## config.mk

```make
export PLATFORM = sky130hd
export DESIGN_NAME = disp_scan_ctrl_flat
export DESIGN_NICKNAME = d
export VERILOG_FILES = /design/src/rtl/disp_scan_ctrl_pkg.sv /design/src/rtl/disp_scan_ctrl_if.sv /design/src/rtl/disp_scan_ctrl_bin2bcd_seq.sv /design/src/rtl/disp_scan_ctrl.sv /design/src/flat_wrapper.sv
export SDC_FILE = /design/constraint.sdc
export NUM_CORES = 1
export LEC_CHECK = 0
export ABC_AREA = 1
export CAP_MARGIN = 20
export CELL_PAD_IN_SITES_DETAIL_PLACEMENT = 2
export CELL_PAD_IN_SITES_GLOBAL_PLACEMENT = 2
export CORE_MARGIN = 3
export CORE_UTILIZATION = 36
export DETAILED_ROUTE_END_ITERATION = 8
export PLACE_DENSITY_LB_ADDON = 0.1
export REMOVE_ABC_BUFFERS = 1
export SLEW_MARGIN = 25
export SYNTH_ARGS = -nofsm -noshare
export SYNTH_HDL_FRONTEND = slang
export SYNTH_SLANG_ARGS = --single-unit
```

## constraint.sdc

```tcl
create_clock -name clk -period 3.8 [get_ports clk]
set_input_delay 0.76 -clock clk [delete_from_list [all_inputs] [get_ports clk]]
set_output_delay 0.76 -clock clk [all_outputs]
set_load 0.1 [all_outputs]
```

## src/rtl/disp_scan_ctrl_pkg.sv

```systemverilog
// Shared constants for the 7-segment display path: active-low segment patterns,
// converter FSM states and the segment encoder.
package disp_scan_ctrl_pkg;

   localparam logic [6:0] SEG_0     = 7'b0000001;
   localparam logic [6:0] SEG_1     = 7'b1001111;
   localparam logic [6:0] SEG_2     = 7'b0010010;
   localparam logic [6:0] SEG_3     = 7'b0000110;
   localparam logic [6:0] SEG_4     = 7'b1001100;
   localparam logic [6:0] SEG_5     = 7'b0100100;
   localparam logic [6:0] SEG_6     = 7'b0100000;
   localparam logic [6:0] SEG_7     = 7'b0001111;
   localparam logic [6:0] SEG_8     = 7'b0000000;
   localparam logic [6:0] SEG_9     = 7'b0000100;
   localparam logic [6:0] SEG_BLANK = 7'b1111111;

   localparam logic [13:0] MAX_DISPLAY = 14'd9999;

   typedef enum logic {
      IDLE,
      CONV
   } conv_state_t;

   function automatic logic [6:0] seg_encode(input logic [3:0] digit);
      logic [6:0] seg;
      case (digit)
         4'd0:    seg = SEG_0;
         4'd1:    seg = SEG_1;
         4'd2:    seg = SEG_2;
         4'd3:    seg = SEG_3;
         4'd4:    seg = SEG_4;
         4'd5:    seg = SEG_5;
         4'd6:    seg = SEG_6;
         4'd7:    seg = SEG_7;
         4'd8:    seg = SEG_8;
         4'd9:    seg = SEG_9;
         default: seg = SEG_BLANK;
      endcase
      return seg;
   endfunction

endpackage

```

## src/rtl/disp_scan_ctrl_if.sv

```systemverilog
// Load/status/display bundle between the measurement logic (master) and the
// display sequencer (slave).
interface disp_scan_ctrl_if;
   logic [13:0] num;
   logic        load;
   logic        busy;
   logic        ready;
   logic        ovf;
   logic [6:0]  seg;
   logic [3:0]  an;

   modport master (output num, load, input busy, ready, ovf, seg, an);
   modport slave  (input num, load, output busy, ready, ovf, seg, an);
endinterface

```

## src/rtl/disp_scan_ctrl_bin2bcd_seq.sv

```systemverilog
// Iterative shift-add-3 binary to BCD converter: one iteration per clock,
// 14 iterations per conversion; bcd holds the last finished result.
module bin2bcd_seq
   import disp_scan_ctrl_pkg::*;
(
   input  logic        clk,
   input  logic        rst,
   input  logic        start,
   input  logic [13:0] bin,
   output logic        busy,
   output logic        done,
   output logic [15:0] bcd
);

   conv_state_t state;
   logic [29:0] shift_reg;
   logic [29:0] shift_adj;
   logic [3:0]  iter;

   // Correct every BCD nibble that would overflow past 9 once doubled.
   always_comb begin
      shift_adj = shift_reg;
      for (int i = 0; i < 4; i++) begin
         if (shift_reg[14 + 4*i +: 4] >= 4'd5) begin
            shift_adj[14 + 4*i +: 4] = shift_reg[14 + 4*i +: 4] + 4'd3;
         end
      end
   end

   always_ff @(posedge clk) begin
      if (rst) begin
         state     <= IDLE;
         shift_reg <= '0;
         iter      <= '0;
         busy      <= 1'b0;
         done      <= 1'b0;
         bcd       <= '0;
      end else begin
         done <= 1'b0;
         case (state)
            IDLE: begin
               if (start) begin
                  shift_reg <= {16'd0, bin};
                  iter      <= '0;
                  busy      <= 1'b1;
                  state     <= CONV;
               end
            end
            CONV: begin
               shift_reg <= {shift_adj[28:0], 1'b0};
               if (iter == 4'd13) begin
                  bcd   <= shift_adj[28:13];
                  busy  <= 1'b0;
                  done  <= 1'b1;
                  state <= IDLE;
               end else begin
                  iter <= iter + 4'd1;
               end
            end
            default: state <= IDLE;
         endcase
      end
   end

endmodule

```

## src/rtl/disp_scan_ctrl.sv

```systemverilog
// 4-digit 7-segment sequencer: clamps and converts a loaded value to BCD, then
// scans the digits onto a shared active-low segment bus.
module disp_scan_ctrl
   import disp_scan_ctrl_pkg::*;
#(
   parameter int SCAN_DIV = 50000,
   parameter bit BLANK_LZ = 1'b1
) (
   input  logic             clk,
   input  logic             rst,
   disp_scan_ctrl_if.slave  bus
);

   localparam int PW = (SCAN_DIV > 2) ? $clog2(SCAN_DIV) : 1;
   localparam logic [PW-1:0] PRESC_LAST = PW'(SCAN_DIV - 1);

   logic        conv_busy;
   logic        conv_done;
   logic [15:0] disp_bcd;
   logic        accept;
   logic [13:0] clamped;
   logic        ovf_reg;
   logic [PW-1:0] presc;
   logic [1:0]  idx;
   logic [3:0]  digit;
   logic        blank;

   assign accept  = bus.load && !conv_busy;
   assign clamped = (bus.num > MAX_DISPLAY) ? MAX_DISPLAY : bus.num;

   bin2bcd_seq u_conv (
      .clk   (clk),
      .rst   (rst),
      .start (accept),
      .bin   (clamped),
      .busy  (conv_busy),
      .done  (conv_done),
      .bcd   (disp_bcd)
   );

   assign bus.busy  = conv_busy;
   assign bus.ready = conv_done;
   assign bus.ovf   = ovf_reg;

   always_ff @(posedge clk) begin
      if (rst) begin
         ovf_reg <= 1'b0;
      end else if (accept) begin
         ovf_reg <= (bus.num > MAX_DISPLAY);
      end
   end

   // Free-running digit scan, independent of conversion activity.
   always_ff @(posedge clk) begin
      if (rst) begin
         presc <= '0;
         idx   <= '0;
      end else if (presc == PRESC_LAST) begin
         presc <= '0;
         idx   <= idx + 2'd1;
      end else begin
         presc <= presc + 1'b1;
      end
   end

   always_comb begin
      digit = disp_bcd[4*idx +: 4];
      blank = 1'b0;
      if (BLANK_LZ) begin
         case (idx)
            2'd1:    blank = (disp_bcd[15:4]  == 12'd0);
            2'd2:    blank = (disp_bcd[15:8]  == 8'd0);
            2'd3:    blank = (disp_bcd[15:12] == 4'd0);
            default: blank = 1'b0;
         endcase
      end
   end

   always_ff @(posedge clk) begin
      if (rst) begin
         bus.seg <= SEG_BLANK;
         bus.an  <= 4'b1111;
      end else begin
         bus.an  <= ~(4'b0001 << idx);
         bus.seg <= blank ? SEG_BLANK : seg_encode(digit);
      end
   end

endmodule

```

## src/flat_wrapper.sv

```systemverilog
// flat-port wrapper written by rule: the top's interface ports become plain ports
module disp_scan_ctrl_flat import disp_scan_ctrl_pkg::*;
#(
   parameter int SCAN_DIV = 50000,
   parameter bit BLANK_LZ = 1'b1
)
  (clk, rst, bus_num, bus_load, bus_busy, bus_ready, bus_ovf, bus_seg, bus_an);
  disp_scan_ctrl_if bus_i ();
  input  logic clk;
  input  logic rst;
  input wire logic [$bits(bus_i.num)-1:0] bus_num;
  input wire logic [$bits(bus_i.load)-1:0] bus_load;
  output wire logic [$bits(bus_i.busy)-1:0] bus_busy;
  output wire logic [$bits(bus_i.ready)-1:0] bus_ready;
  output wire logic [$bits(bus_i.ovf)-1:0] bus_ovf;
  output wire logic [$bits(bus_i.seg)-1:0] bus_seg;
  output wire logic [$bits(bus_i.an)-1:0] bus_an;
  assign bus_i.num = bus_num;
  assign bus_i.load = bus_load;
  assign bus_busy = bus_i.busy;
  assign bus_ready = bus_i.ready;
  assign bus_ovf = bus_i.ovf;
  assign bus_seg = bus_i.seg;
  assign bus_an = bus_i.an;
  disp_scan_ctrl #(.SCAN_DIV(SCAN_DIV), .BLANK_LZ(BLANK_LZ)) u_core (.clk(clk), .rst(rst), .bus(bus_i));
endmodule
```

==> results.sh, run 1 <==
export IMPL_finalHoldViolCount=0
export IMPL_path_class="reg -> out"
export IMPL_synthesis_area_sq_um=4170
export IMPL_core_rowCount=38
export IMPL_peakVddDrop_v=0.000366
export IMPL_setup_tns_ps=0
export IMPL_critPathLaunchType="flop"
export IMPL_final_cell_mix="155 x nand2_1, 89 x inv_1, 83 x dfxtp_1, 67 x nand3_1, 46 x a21oi_1"
export IMPL_critPathMaxFanout=2
export IMPL_crit_start="u_core.u_conv.busy"
export IMPL_r2r_start="u_core.u_conv.state"
export IMPL_switching_power_uw=498
export IMPL_cp_depth=1
export IMPL_worst_pin_slew_ps=981
export IMPL_first_pass_iters=4
export IMPL_cts_setup_buffers=0
export IMPL_routed_via_density=5.06
export IMPL_grt_overflow=0
export IMPL_synth_async_reset_ratio=0
export IMPL_final_common_cell="nand2_1"
export IMPL_clock_path_buffers=2
export IMPL_ys_flop_type="dfxtp_1"
export IMPL_detail_route_iter0_violations=138
export IMPL_area_growth_pct=17.8
export IMPL_crit_slowest_cell="clkdlybuf4s50_1"
export IMPL_cp_num_buf_inv=1
export IMPL_final_nets=665
export IMPL_yosys_area_top_type="dfxtp_1"
export IMPL_fin_hold_ws_ps=466
export IMPL_cts_htree_levels=3
export IMPL_syn_inst=599
export IMPL_grt_pass1_wl_microns=21200
export IMPL_hold_class="reg -> reg"
export IMPL_cts_resized=0
export IMPL_power_share_clock=0.471
export IMPL_clk_latency_ps=340
export IMPL_pwr_share_seq=0.443
export IMPL_cts_tree="yes"
export IMPL_combPwrFrac=0.086
export IMPL_crit_chain="clkdlybuf4s50_1"
export IMPL_rsz0062_at_grt="no"
export IMPL_p_sw_frac=0.242
export IMPL_drive_gt1_frac=0.0586
export IMPL_max_freq_ghz=0.386
export IMPL_cts_buffers=9
export IMPL_max_stage_delay_ps=1150
export IMPL_drcViolationCount=0
export IMPL_endpoint="bus_busy"
export IMPL_fin_skew_ps=6.33
export IMPL_initial_core_util=0.376
export IMPL_wl_microns=12000
export IMPL_drv_cap=0
export IMPL_report_final_slew_viol_count=0
export IMPL_crit_family="buffers and inverters"
export IMPL_synth_seq_cells=83
export IMPL_grt_max_degree=32
export IMPL_maxSlewHeadroom=0.344
export IMPL_vias=3905
export IMPL_core_area_sq_um=11100
export IMPL_p_int_mw=1.56
export IMPL_critPathArrivalTime_ps=1830
export IMPL_clk_pin_slew_ps=60
export IMPL_min_period_ps=2590
export IMPL_synth_area_leaders="dfxtp_1 40%, nand2_1 14%, nand3_1 8.0%"
export IMPL_die_w_microns=114
export IMPL_p_per_area_nw_per_um2=418
export IMPL_leakage_nw=1.95
export IMPL_largest_reg_flops=30
export IMPL_antenna_diode_count=0
export IMPL_detailed_place_hpwl_microns=9000
export IMPL_status="completed"
export IMPL_yosysSeqAreaShare=0.399
export IMPL_synth_cell_types=33
export IMPL_gr_usage_all_layers=0.203
export IMPL_fin_crit_sh=0.683
export IMPL_synth_top_cell_area_share=0.399
export IMPL_worst_r2r_setup_slack_ps=1400
export IMPL_place_congestion=0.787
export IMPL_end_kind="output pin"
export IMPL_io_pins=31
export IMPL_setup_viol=0
export IMPL_clock_sinks=83
export IMPL_design_die_area_sq_um=12900
export IMPL_syn_avg_cell_area_sq_um=6.96
export IMPL_cp_required_ps=3040
export IMPL_grt_pass1_vias=4417
export IMPL_synth_edf_count=0
export IMPL_yosys_warnings=0
export IMPL_antenna_found_initial=0
export IMPL_cts_root_buf="clkbuf_16"
export IMPL_holdBufCountCts=0
export IMPL_postRouteAntennaNets=0
export IMPL_post_drt_wl_per_cell_microns=15.6
export IMPL_r2r_worst_path_cells=7
export IMPL_die_y_microns=114
export IMPL_portBuffers=30
export IMPL_r2r_end="u_core.u_conv.shift_reg[12]"
export IMPL_power_mw=2.05
## final cells by class
class	count	area, sq um
clock buffer	12	256
multi-input combinational	401	2050
sequential	83	1660
tap	140	175
inverter	97	365
timing repair buffer	34	330
clock inverter	4	72.6
fill	1335	6170
## per-layer routing
metal  track usage  part of all wire  vias up
met5             0                 0        -
met4        0.0425             0.011        0
met3        0.0504             0.028       10
met2         0.378              0.52       44
met1         0.234              0.44     1889
li1              -                 -     1962
## logic make-up after synthesis
family / share of synthesized area
simple gates: 0.307
buf+inv: 0.110
flops: 0.399
compound gates: 0.104
fa+ha+maj: 0.0660
xor+xnor: 0.0147
## power by group through the flow
stage | logic (mW) | clock network (mW) | registers [mW]
after CTS | 0.179 | 0.998 | 0.909
after global routing | 0.196 | 1.04 | 0.911
after floorplan | 0.0670 | 0 | 0.967
after detailed placement | 0.178 | 0 | 0.929
after global placement | 0.171 | 0 | 0.927
final | 0.176 | 0.968 | 0.909
## stage by stage
stage / setup WS, ps / util / cells / cell area, sq um
floorplan: 1680 / - / 581 / 4080
global placement: 1250 / 0.413 / 755 / 4580
detailed placement: 1080 / 0.413 / 755 / 4580
CTS: 1180 / 0.443 / 771 / 4910
global route: 1080 / 0.443 / 771 / 4910
finish: 1210 / 0.443 / 771 / 4910
## how the worst min path moves through the flow
stage	startpoint	endpoint	slack [ps]	cells after the start
final	u_core.presc[13]	u_core.presc[13]	470	2
after global routing	u_core.presc[0]	u_core.presc[0]	510	1
after detailed placement	u_core.presc[13]	u_core.presc[13]	460	2
after floorplan	u_core.presc[0]	u_core.presc[0]	430	1
after global placement	u_core.presc[0]	u_core.presc[0]	450	1
after CTS	u_core.presc[13]	u_core.presc[13]	470	2
## cells in the mapped netlist (2+ instances only)
cell type and instances:
nand4_1 13, nor2_1 32, nand2_2 4, nor2_2 2
nor3_1 8, inv_1 89, ha_1 22, a31oi_1 3
clkbuf_1 8, nand2_1 155, buf_2 6, xor2_1 6
dfxtp_1 83, o21ai_0 16, o21a_1 3, buf_6 2
o22ai_1 10, o21ai_1 2, a21oi_1 46, nor2_4 2
nand3_1 67, nand3_2 2, inv_2 7, nand3b_1 2
No activity file was read; power rests on OpenSTA's default activity.
==> run 2: changes to the inputs <==
CORE_UTILIZATION = 33   (was 36)
clock period = 2.7 ns   (was 3.8 ns; I/O delays follow)
==> run 2 against run 1 <==
First-iteration DRC count is 20% higher. Critical path depth rose by 10. Die area grew 8.6%. Worst setup slack got worse by 590 ps. Largest cell class unchanged. Total power is 41% higher. Final area increased by 0.59%. Non-clock buffer count up 4. Global-route usage shrank 2.8 points. Combinational power grew 45%. Register-to-register slack worse by 780 ps. Flip-flop and latch count unchanged.
==> results.sh, run 2 (synthesized netlist as in run 1, its figures left out) <==
export IMPL_status="completed"
export IMPL_antenna_diode_count=0
export IMPL_detail_route_iter0_violations=165
export IMPL_worst_r2r_setup_slack_ps=620
export IMPL_p_per_area_nw_per_um2=585
export IMPL_vias=3928
export IMPL_initial_core_util=0.343
export IMPL_maxSlewHeadroom=0.656
export IMPL_whs_path_depth=2
export IMPL_cts_root_buf="clkbuf_16"
export IMPL_hold_end="u_core.presc[13]"
export IMPL_worst_pin_slew_ps=515
export IMPL_min_period_ps=2080
export IMPL_critPathArrivalTime_ps=2300
export IMPL_final_nets=669
export IMPL_end_kind="flop"
export IMPL_grt_pass1_vias=4165
export IMPL_critPathLaunchType="flop"
export IMPL_final_cell_mix="155 x nand2_1, 89 x inv_1, 83 x dfxtp_1, 67 x nand3_1, 46 x a21oi_1"
export IMPL_peakVddDrop_v=0.000230
export IMPL_postRouteAntennaNets=0
export IMPL_clk_latency_ps=340
export IMPL_die_y_microns=118
export IMPL_cts_tree="yes"
export IMPL_path_class="reg -> reg"
export IMPL_clock_path_buffers=2
export IMPL_p_sw_frac=0.242
export IMPL_first_pass_iters=4
export IMPL_drv_cap=0
export IMPL_io_pins=31
export IMPL_area_growth_pct=18.5
export IMPL_finalHoldViolCount=0
export IMPL_die_w_microns=118
export IMPL_power_share_clock=0.470
export IMPL_cp_required_ps=2910
export IMPL_cts_resized=0
export IMPL_post_drt_wl_per_cell_microns=14.6
export IMPL_cts_setup_buffers=0
export IMPL_hold_class="reg -> reg"
export IMPL_grt_overflow=0
export IMPL_critPathMaxFanout=12
export IMPL_p_int_mw=2.19
export IMPL_grt_pass1_wl_microns=20300
export IMPL_clock_sinks=83
export IMPL_largest_reg_flops=30
export IMPL_r2r_worst_path_cells=11
export IMPL_multi_input_area_sq_um=2050
export IMPL_setup_tns_ps=0
export IMPL_detailed_place_hpwl_microns=8800
export IMPL_gr_usage_all_layers=0.175
export IMPL_drive_gt1_frac=0.0882
export IMPL_holdBufCountCts=0
export IMPL_wl_microns=11700
export IMPL_switching_power_uw=699
export IMPL_leakage_nw=1.98
export IMPL_cts_buffers=9
export IMPL_routed_via_density=4.89
export IMPL_place_congestion=0.771
export IMPL_portBuffers=30
export IMPL_core_area_sq_um=12200
export IMPL_seqCellArea_sq_um=1660
export IMPL_antenna_found_initial=0
export IMPL_combPwrFrac=0.088
export IMPL_max_freq_ghz=0.480
export IMPL_drcViolationCount=0
export IMPL_grt_max_degree=30
export IMPL_setup_viol=0
export IMPL_n_fill_cell=1448
export IMPL_r2r_end="u_core.bus.seg[0]"
export IMPL_fin_skew_ps=4.25
export IMPL_fin_crit_sh=0.772
export IMPL_core_rowCount=40
export IMPL_power_mw=2.89
export IMPL_clk_pin_slew_ps=60
export IMPL_pwr_share_seq=0.441
export IMPL_design_die_area_sq_um=14000
export IMPL_rsz0062_at_grt="no"
export IMPL_report_final_slew_viol_count=0
export IMPL_r2r_start="u_core.idx[0]"
export IMPL_cts_htree_levels=3
export IMPL_hold_start="u_core.presc[13]"
export IMPL_final_common_cell="nand2_1"
==> run 2: cell types whose count changed in the layout (fill, tap and decap cells not counted), sizes merged <==
cell,before,now
clkinv,2,4
buf,4,22
clkbuf,12,11
clkdlybuf4s50,30,16
clkinvlp,1,0
==> run 2: layout make-up <==
cell class              instances  share of cell area
repair buffers                 38              0.0659
clock buffers                  11              0.0512
flip-flops and latches         83               0.336
clock inverters                 5              0.0152
inverters                      97              0.0740
multi-input cells             401               0.415
well taps                     168              0.0426
==> run 2: worst max path at each step <==
stage / start / end / slack [ps]
after floorplan: u_core.u_conv.busy / u_core.u_conv.shift_reg[12] / 580
after global placement: bus_num[4] / u_core.u_conv.shift_reg[12] / 620
after detailed placement: rst / u_core.presc[2] / 580
after CTS: u_core.idx[0] / u_core.bus.seg[0] / 600
after global routing: u_core.idx[0] / u_core.bus.seg[0] / 340
final: u_core.idx[0] / u_core.bus.seg[0] / 620
==> run 2: power by group through the flow <==
stage,clock network (mW),registers [mW],logic (mW)
final,1.36,1.28,0.255
after global routing,1.46,1.28,0.282
after CTS,1.40,1.28,0.261
after detailed placement,0,1.30,0.261
after global placement,0,1.30,0.254
after floorplan,0,1.36,0.0943
==> run 2: metrics by stage <==
| stage | instance area, sq um | hold WS (ps) | setup slack (ps) | utilization | std cells |
|---|---|---|---|---|---|
| after global routing | 4940 | 500 | 342 | 0.406 | 803 |
| after detailed placement | 4610 | 461 | 583 | 0.379 | 787 |
| after CTS | 4940 | 472 | 603 | 0.406 | 803 |
| after global placement | 4610 | 444 | 621 | 0.379 | 787 |
| final | 4940 | 467 | 617 | 0.406 | 803 |
| after floorplan | 4080 | 430 | 577 | - | 581 |
==> run 2: critical path, stage by stage (launching register included) <==
cell	delay (ps)
dfxtp_1	590
inv_2	210
nand2_1	120
nand3_1	90
nand2_1	190
inv_1	110
ha_1	190
nand3b_1	190
nand2_1	90
nor2_1	50
nor2_1	80
nand2_1	50
==> run 2: metal layers <==
metal	vias to the layer above	share of wire	track usage
met1	1908	0.48	0.228
met3	11	0.018	0.0249
met4	0	0.012	0.0543
li1	1979	-	-
met5	-	0	0
met2	30	0.49	0.298
